$ cat src/rtl/spy_initiator.sv
// Spy bus initiator: accepts one examine/deposit command at a time from the
// host agent and runs it on the spy bus with programmable setup/strobe/hold
// timing. It returns exactly one response per completed command.
module spy_initiator #(
    parameter int unsigned SETUP  = 1,
    parameter int unsigned STROBE = 2,
    parameter int unsigned HOLD   = 1
) (
    input  logic        clk,
    input  logic        reset_n,
    input  logic        cmd_valid,
    output logic        cmd_ready,
    input  logic        cmd_write,
    input  logic [4:0]  cmd_addr,
    input  logic [15:0] cmd_wdata,
    output logic        rsp_valid,
    input  logic        rsp_ready,
    output logic [15:0] rsp_rdata,
    output logic [4:0]  eadr,
    output logic        dbread,
    output logic        dbwrite,
    output logic [15:0] spy_out,
    input  logic [15:0] spy_in
);

    localparam logic [2:0] S_IDLE   = 3'd0;
    localparam logic [2:0] S_SETUP  = 3'd1;
    localparam logic [2:0] S_STROBE = 3'd2;
    localparam logic [2:0] S_HOLD   = 3'd3;
    localparam logic [2:0] S_RESP   = 3'd4;

    // Counter reload values: each phase lasts (reload + 1) cycles.
    localparam logic [3:0] SETUP_LD  = 4'(SETUP - 1);
    localparam logic [3:0] STROBE_LD = 4'(STROBE - 1);
    localparam logic [3:0] HOLD_LD   = 4'(HOLD - 1);

    logic [2:0] state;
    logic [3:0] cnt;
    logic       is_write;

    // Sequencer: every output is a flop; phases advance when cnt reaches zero.
    always_ff @(posedge clk or negedge reset_n) begin
        if (!reset_n) begin
            state     <= S_IDLE;
            cnt       <= 4'd0;
            is_write  <= 1'b0;
            cmd_ready <= 1'b1;
            eadr      <= 5'd0;
            spy_out   <= 16'd0;
            dbread    <= 1'b0;
            dbwrite   <= 1'b0;
            rsp_rdata <= 16'd0;
            rsp_valid <= 1'b0;
        end else begin
            case (state)
                S_IDLE: begin
                    if (cmd_valid && cmd_ready) begin
                        is_write  <= cmd_write;
                        eadr      <= cmd_addr;
                        // Examines leave the last deposit data on the bus.
                        if (cmd_write) begin
                            spy_out <= cmd_wdata;
                        end
                        cnt       <= SETUP_LD;
                        cmd_ready <= 1'b0;
                        state     <= S_SETUP;
                    end
                end
                S_SETUP: begin
                    if (cnt == 4'd0) begin
                        dbwrite <= is_write;
                        dbread  <= !is_write;
                        cnt     <= STROBE_LD;
                        state   <= S_STROBE;
                    end else begin
                        cnt <= cnt - 4'd1;
                    end
                end
                S_STROBE: begin
                    if (cnt == 4'd0) begin
                        dbwrite <= 1'b0;
                        dbread  <= 1'b0;
                        // Read data is captured on the edge that ends the strobe.
                        rsp_rdata <= is_write ? 16'd0 : spy_in;
                        cnt       <= HOLD_LD;
                        state     <= S_HOLD;
                    end else begin
                        cnt <= cnt - 4'd1;
                    end
                end
                S_HOLD: begin
                    if (cnt == 4'd0) begin
                        rsp_valid <= 1'b1;
                        state     <= S_RESP;
                    end else begin
                        cnt <= cnt - 4'd1;
                    end
                end
                S_RESP: begin
                    if (rsp_ready) begin
                        rsp_valid <= 1'b0;
                        cmd_ready <= 1'b1;
                        state     <= S_IDLE;
                    end
                end
                default: begin
                    dbread    <= 1'b0;
                    dbwrite   <= 1'b0;
                    rsp_valid <= 1'b0;
                    cmd_ready <= 1'b1;
                    state     <= S_IDLE;
                end
            endcase
        end
    end

endmodule
$ cat config.mk
export PLATFORM = sky130hd
export DESIGN_NAME = spy_initiator
export DESIGN_NICKNAME = d
export VERILOG_FILES = /design/src/rtl/spy_initiator.sv
export SDC_FILE = /design/constraint.sdc
export NUM_CORES = 1
export LEC_CHECK = 0
export ABC_AREA = 1
export CAP_MARGIN = 25
export CORE_ASPECT_RATIO = 1.1
export CORE_UTILIZATION = 40
export CTS_BUF_LIST = sky130_fd_sc_hd__clkbuf_8
export DETAILED_ROUTE_END_ITERATION = 6
export PLACE_DENSITY = 0.74
export SKIP_LAST_GASP = 1
export SYNTH_ARGS = -nofsm -noshare
export SYNTH_HDL_FRONTEND = slang
export SYNTH_SLANG_ARGS = --single-unit
$ cat constraint.sdc
create_clock -name clk -period 1.8 [get_ports clk]
set_input_delay 0.36 -clock clk [delete_from_list [all_inputs] [get_ports clk]]
set_output_delay 0.36 -clock clk [all_outputs]
set_load 0.05 [all_outputs]
# Word-level counts from Yosys, hierarchy flattened
# Index checks and enable logic that the tools add are counted.
dict set report totals {
  reg_bits 49
  latchBits 0
  ramBits 0
  rom_bits 0
  word_cells 63
  mem_count 0
}
dict set report classes {
  addsub 1
  mul 0
  n_div 0
  magnitude_cmp 0
  n_eq_ne 10
  shift 0
  mux 23
  bitwise_logic 3
  reduce_logical 16
}
# op n
set ops {}
lappend ops {{$mux 16} 1}
lappend ops {{$mux 4} 4}
lappend ops {{$pmux 4 s4} 1}
lappend ops {{$mux 3} 5}
lappend ops {{$pmux 3 s5} 1}
lappend ops {{$reduce_and 3->1} 5}
lappend ops {{$ne 2x2->1 const B} 6}
lappend ops {{$pmux 1 s3} 4}
lappend ops {{$reduce_or 3->1} 3}
lappend ops {{$mux 1} 7}
lappend ops {{$eq 3x2->1 const B} 2}
lappend ops {{$reduce_and 5->1} 1}
lappend ops {{$logic_not 4->1} 1}
lappend ops {{$reduce_and 2->1} 2}
lappend ops {{$reduce_bool 4->1} 1}
lappend ops {{$sub 4x1->4 const B} 1}
lappend ops {{$eq 3x1->1 const B} 1}
lappend ops {{$eq 3x3->1 const B} 1}
lappend ops {{$logic_not 3->1} 1}
lappend ops {{$not 1->1} 3}
lappend ops {{$logic_and 1x1->1} 1}
lappend ops {{$logic_not 1->1} 1}

# Logic depth before layout (Yosys ltp)
# Gate-level depths: netlist of run 1.
dict set report depth {
  word_depth 4
  mapped_depth 10
  ltp_nobuf 9
}

# Least setup slack after synthesis of run 1
# No wires, ideal clock.
dict set report synth_timing {
  kind {register to register}
  start {register cmd_ready}
  end {register spy_out[10]}
  setup_time_ns 0.119
  t_arrival_ns 1.480
  required_time_ns 1.681
  slack_ns 0.201
  stages_incl_launch_ff 7
  n_path_buf 1
  synth_period_minus_slack_ns 1.599
  cell_sequence {dfstp_2 nand2_1 nor3_4 nand2_2 buf_6 nand2_1 nand2_1}
}
dict set report synth_via {
  elab_chain_cells 2
}
# item line_no
set synth_rtl {}
lappend synth_rtl {{start: declaration} 12} ;# output logic cmd_ready,
lappend synth_rtl {{start signal: assignment} 47} ;# cmd_ready <= 1'b1;
lappend synth_rtl {{start signal: assignment} 65} ;# cmd_ready <= 1'b0;
lappend synth_rtl {{start signal: assignment} 102} ;# cmd_ready <= 1'b1;
lappend synth_rtl {{$logic_and 1x1->1} 57} ;# if (cmd_valid && cmd_ready) begin
lappend synth_rtl {{$reduce_and 3->1 (no source line)} n/a}
lappend synth_rtl {{end signal: assignment} 62} ;# spy_out <= cmd_wdata;
lappend synth_rtl {{end: declaration} 22} ;# output logic [15:0] spy_out,
# Every way passes these cells.
# A chain may end at the register's enable or synchronous reset.

# Worst setup path in the final report of run 1
dict set report layout_timing {
  start {register cnt[0]}
  end {register rsp_rdata[13]}
}
dict set report layout_via {
  elab_chain_cells 2
}
# item line_no
set layout_rtl {}
lappend layout_rtl {{start: declaration} 38} ;# logic [3:0] cnt;
lappend layout_rtl {{start signal: assignment} 76} ;# cnt <= cnt - 4'd1;
lappend layout_rtl {{start signal: assignment} 88} ;# cnt <= cnt - 4'd1;
lappend layout_rtl {{start signal: assignment} 96} ;# cnt <= cnt - 4'd1;
lappend layout_rtl {{$logic_not 4->1} 80} ;# if (cnt == 4'd0) begin
lappend layout_rtl {{$reduce_and 2->1 (no source line)} n/a}
lappend layout_rtl {{end signal: assignment} 84} ;# rsp_rdata <= is_write ? 16'd0 : spy_in;
lappend layout_rtl {{end: declaration} 18} ;# output logic [15:0] rsp_rdata,
# Every way passes these cells.

==> results.py, run 1 <==
metrics = {
    "outcome": {
        "outcome": "finished clean",
    },
    "pwr": {
        "power_density_mw_per_mm2": 2070,
        "p_leak_uw": 0.00160,
        "irDropWorstVdd_mv": 0.997,
    },
    "setup_path": {
        "start_kind": "flip-flop",
        "cpPeakStageDelay_ps": 410,
        "cp.arrival_ps": 1810,
        "cp_top_family": "buffers and inverters",
        "path_class": "flip-flop to flip-flop",
        "crit_path_cell_trace": "inv_1 > ha_1 > nand3_1 > buf_4 > nor2_4 > buf_12 > nand3_1 > nand2_1",
        "crit_path_max_fanout": 16,
        "critical_path.endpoint_type": "flip-flop",
        "path_common_cell": "nand3_1",
        "worstPathRequired_ps": 2040,
        "critical_path.n_buffers_inverters": 3,
        "cpMaxStageDelayCell": "dfrtp_1",
    },
    "synthesis": {
        "synthMuxAreaShare": 0,
        "synth_top_family_by_area": "simple AND/OR/NAND/NOR gates",
        "avgSynthCellArea_um2": 8.60,
        "yosys.area_share.simple": 0.306,
        "synth-seq-area-share": 0.569,
        "synthFlopType": "dfrtp_1",
        "ys_types": 23,
        "synth_commonest_cells": "nand2_1 (92), dfrtp_1 (48), nand3_1 (44)",
        "yosys.area.top_type": "dfrtp_1",
        "synth_edf_count": 0,
        "yosys_warnings": 0,
        "synth.area.top_cells": "dfrtp_1 (56%), nand2_1 (16%), nand3_1 (10%)",
        "synth_compound_area_frac": 0.0614,
        "synthesis.nets": 295,
        "synth_cells": 251,
        "synth_seq_cells": 49,
        "synth_area_mm2": 0.00216,
        "synthAdderAreaFrac": 0.0116,
        "yosysTopAreaCellShare": 0.557,
        "async_flop_share": 1.00,
        "synth_xor_area_frac": 0.00406,
        "synth.most_common_cell": "nand2_1",
    },
    "cts": {
        "insertion_delay_ps": 300,
        "clock-sinks": 49,
        "clkTransAtPathRegs_ps": 90,
        "cts_buffer_depth": 2,
        "cts_tree": "built",
        "clockRootBuffer": "clkbuf_8",
        "h-tree-depth": 2,
        "cts_buffers": 5,
        "ctsResizeCount": 0,
    },
    "placed_design": {
        "gp_congestion": 0.827,
        "dpl-instance-area_mm2": 0.00298,
        "dp_hpwl_um": 3600,
        "port_buffers": 82,
        "dp_cells": 402,
    },
    "drt": {
        "wl_um": 4810,
        "final_antenna_net_count": 0,
        "wire_per_inst_um": 11.7,
        "drt-initial-drc-count": 102,
        "dr.pass1.iters": 4,
        "dr_total_vias": 1949,
        "drc": 0,
        "viasPerCell": 4.73,
    },
    "global_routing": {
        "overflow": 0,
        "first_global_vias": 1859,
        "grt_max_degree": 21,
        "grt_usage": 0.186,
        "grt_pass1_wl_um": 8300,
        "antenna_found_initial": 0,
    },
    "timing": {
        "holdWs_ps": 479,
        "tightest_slew_ps": 524,
        "max_slew_margin": 0.648,
        "hold_viol_final": 0,
        "finalSetupTns_ps": 0,
        "rsz0062_at_grt": "false",
        "max_freq_mhz": 637,
        "finClkSkew_ps": 4.08,
        "setup_viol": 0,
        "finalMaxSlewViolations": 0,
        "fin_crit_sh": 0.872,
        "layout_min_cycle_time_ps": 1570,
    },
    "die": {
        "die_h_um": 79.0,
        "core_mm2": 0.00510,
        "placementRows": 27,
        "io-pin-count": 83,
        "initial_core_util": 0.423,
        "die_area_mm2": 0.00569,
        "dieWidth_um": 72.0,
    },
    "final_layout": {
        "nNetsFinal": 383,
        "final_cells": 412,
        "diodes": 0,
        "areaGrowthSynthToFinish_pct": 44.9,
        "fin_util": 0.613,
        "fin_area_mm2": 0.00313,
        "layout-drive-gt1-share": 0.200,
    },
    "job": {
        "drv_cap": 0,
    },
    "worst_hold_path": {
        "hp-class": "flip-flop to flip-flop",
    },
}
worst register-to-register path: cells and delay by family (launching register included):
| family | cells | cell delay [ps] |
|---|---|---|
| buffers and inverters | 3 | 470 |
| and+or+nand+nor | 4 | 460 |
| DFF | 1 | 410 |
| adders and majority gates | 1 | 170 |
sequential cells by signal, indices dropped and copies added, names as in the netlist:
signal,cells
cnt,4
eadr,5
is_write,1
rsp_valid,1
dbread,1
spy_out,16
rsp_rdata,16
state,3
dbwrite,1
cmd_ready,1
cell families after synthesis:
family          count (synthesis)
simple gates                  151
flops                          49
compound gates                 26
buf+inv                        22
fa+ha+maj                       2
xor+xnor                        1
report_power, final:
part / switching (µW) / total, µW / internal [µW]
logic: 2590 / 3770 / 1170
clock network: 368 / 783 / 416
registers: 329 / 1930 / 1600
area by class of cell:
class                      instances  area, µm²
clock buffer                       5       68.8
multi-input combinational        180        826
sequential                        49       1230
clock inverter                     3       46.3
tap                               72       90.1
fill                             460       1970
timing repair buffer              92        828
inverter                          11       41.3
per-layer routing:
metal	share of wire	routed length, µm	track usage
met1	0.47	2250	0.244
met2	0.48	2320	0.305
met5	0	0	0
met3	0.041	198	0.0470
met4	0.011	52	0.0529
repair_timing:
action | in CTS | in global routing
endpoints found under the hold margin | 14 | 0
setup endpoints to repair | 0 | 11
buffers inserted | 0 | 1
hold buffers | 1 | 0
layout by cell type, fill, tap and decap left out, drive strengths merged:
cell type	instances
a21oi	1
buf	51
bufinv	1
clkbuf	5
clkdlybuf4s50	40
clkinv	2
clkinvlp	1
dfrtp	48
dfstp	1
dlygate4sd3	1
ha	2
inv	10
nand2	94
nand3	45
nand3b	1
nor2	10
nor3	1
o21a	1
o21ai	24
xor2	1
final timing paths:
kind / start / cells after the start / endpoint / slack (ps)
max: cnt[0] / 8 / rsp_rdata[13] / 230
max in group asynchronous: reset_n / 3 / rsp_rdata[4] / 720
max reg2reg: cnt[0] / 8 / rsp_rdata[13] / 230
min in group asynchronous: reset_n / 2 / eadr[4] / 500
min reg2reg: rsp_valid / 2 / rsp_valid / 480
min: rsp_valid / 2 / rsp_valid / 480
stage by stage:
stage          setup WS, ps  total power, µW
2_1_floorplan           201             4520
3_3_place_gp           19.4             5660
3_5_place_dp          -28.5             5720
4_1_cts                 151             6510
5_1_grt                73.0             6940
6_report                230             6480
Note: power is estimated with default switching activity, not from simulation.
==> inputs of run 2 (changes only) <==
--- a/config.mk
+++ b/config.mk
@@ -11,6 +11,7 @@
 export CORE_UTILIZATION = 40
 export CTS_BUF_LIST = sky130_fd_sc_hd__clkbuf_8
 export DETAILED_ROUTE_END_ITERATION = 6
+export GPL_ROUTABILITY_DRIVEN = 0
 export PLACE_DENSITY = 0.74
 export SKIP_LAST_GASP = 1
 export SYNTH_ARGS = -nofsm -noshare
==> results of run 2 <==
The final DEF is identical to that of run 1; final timing and power are the same.
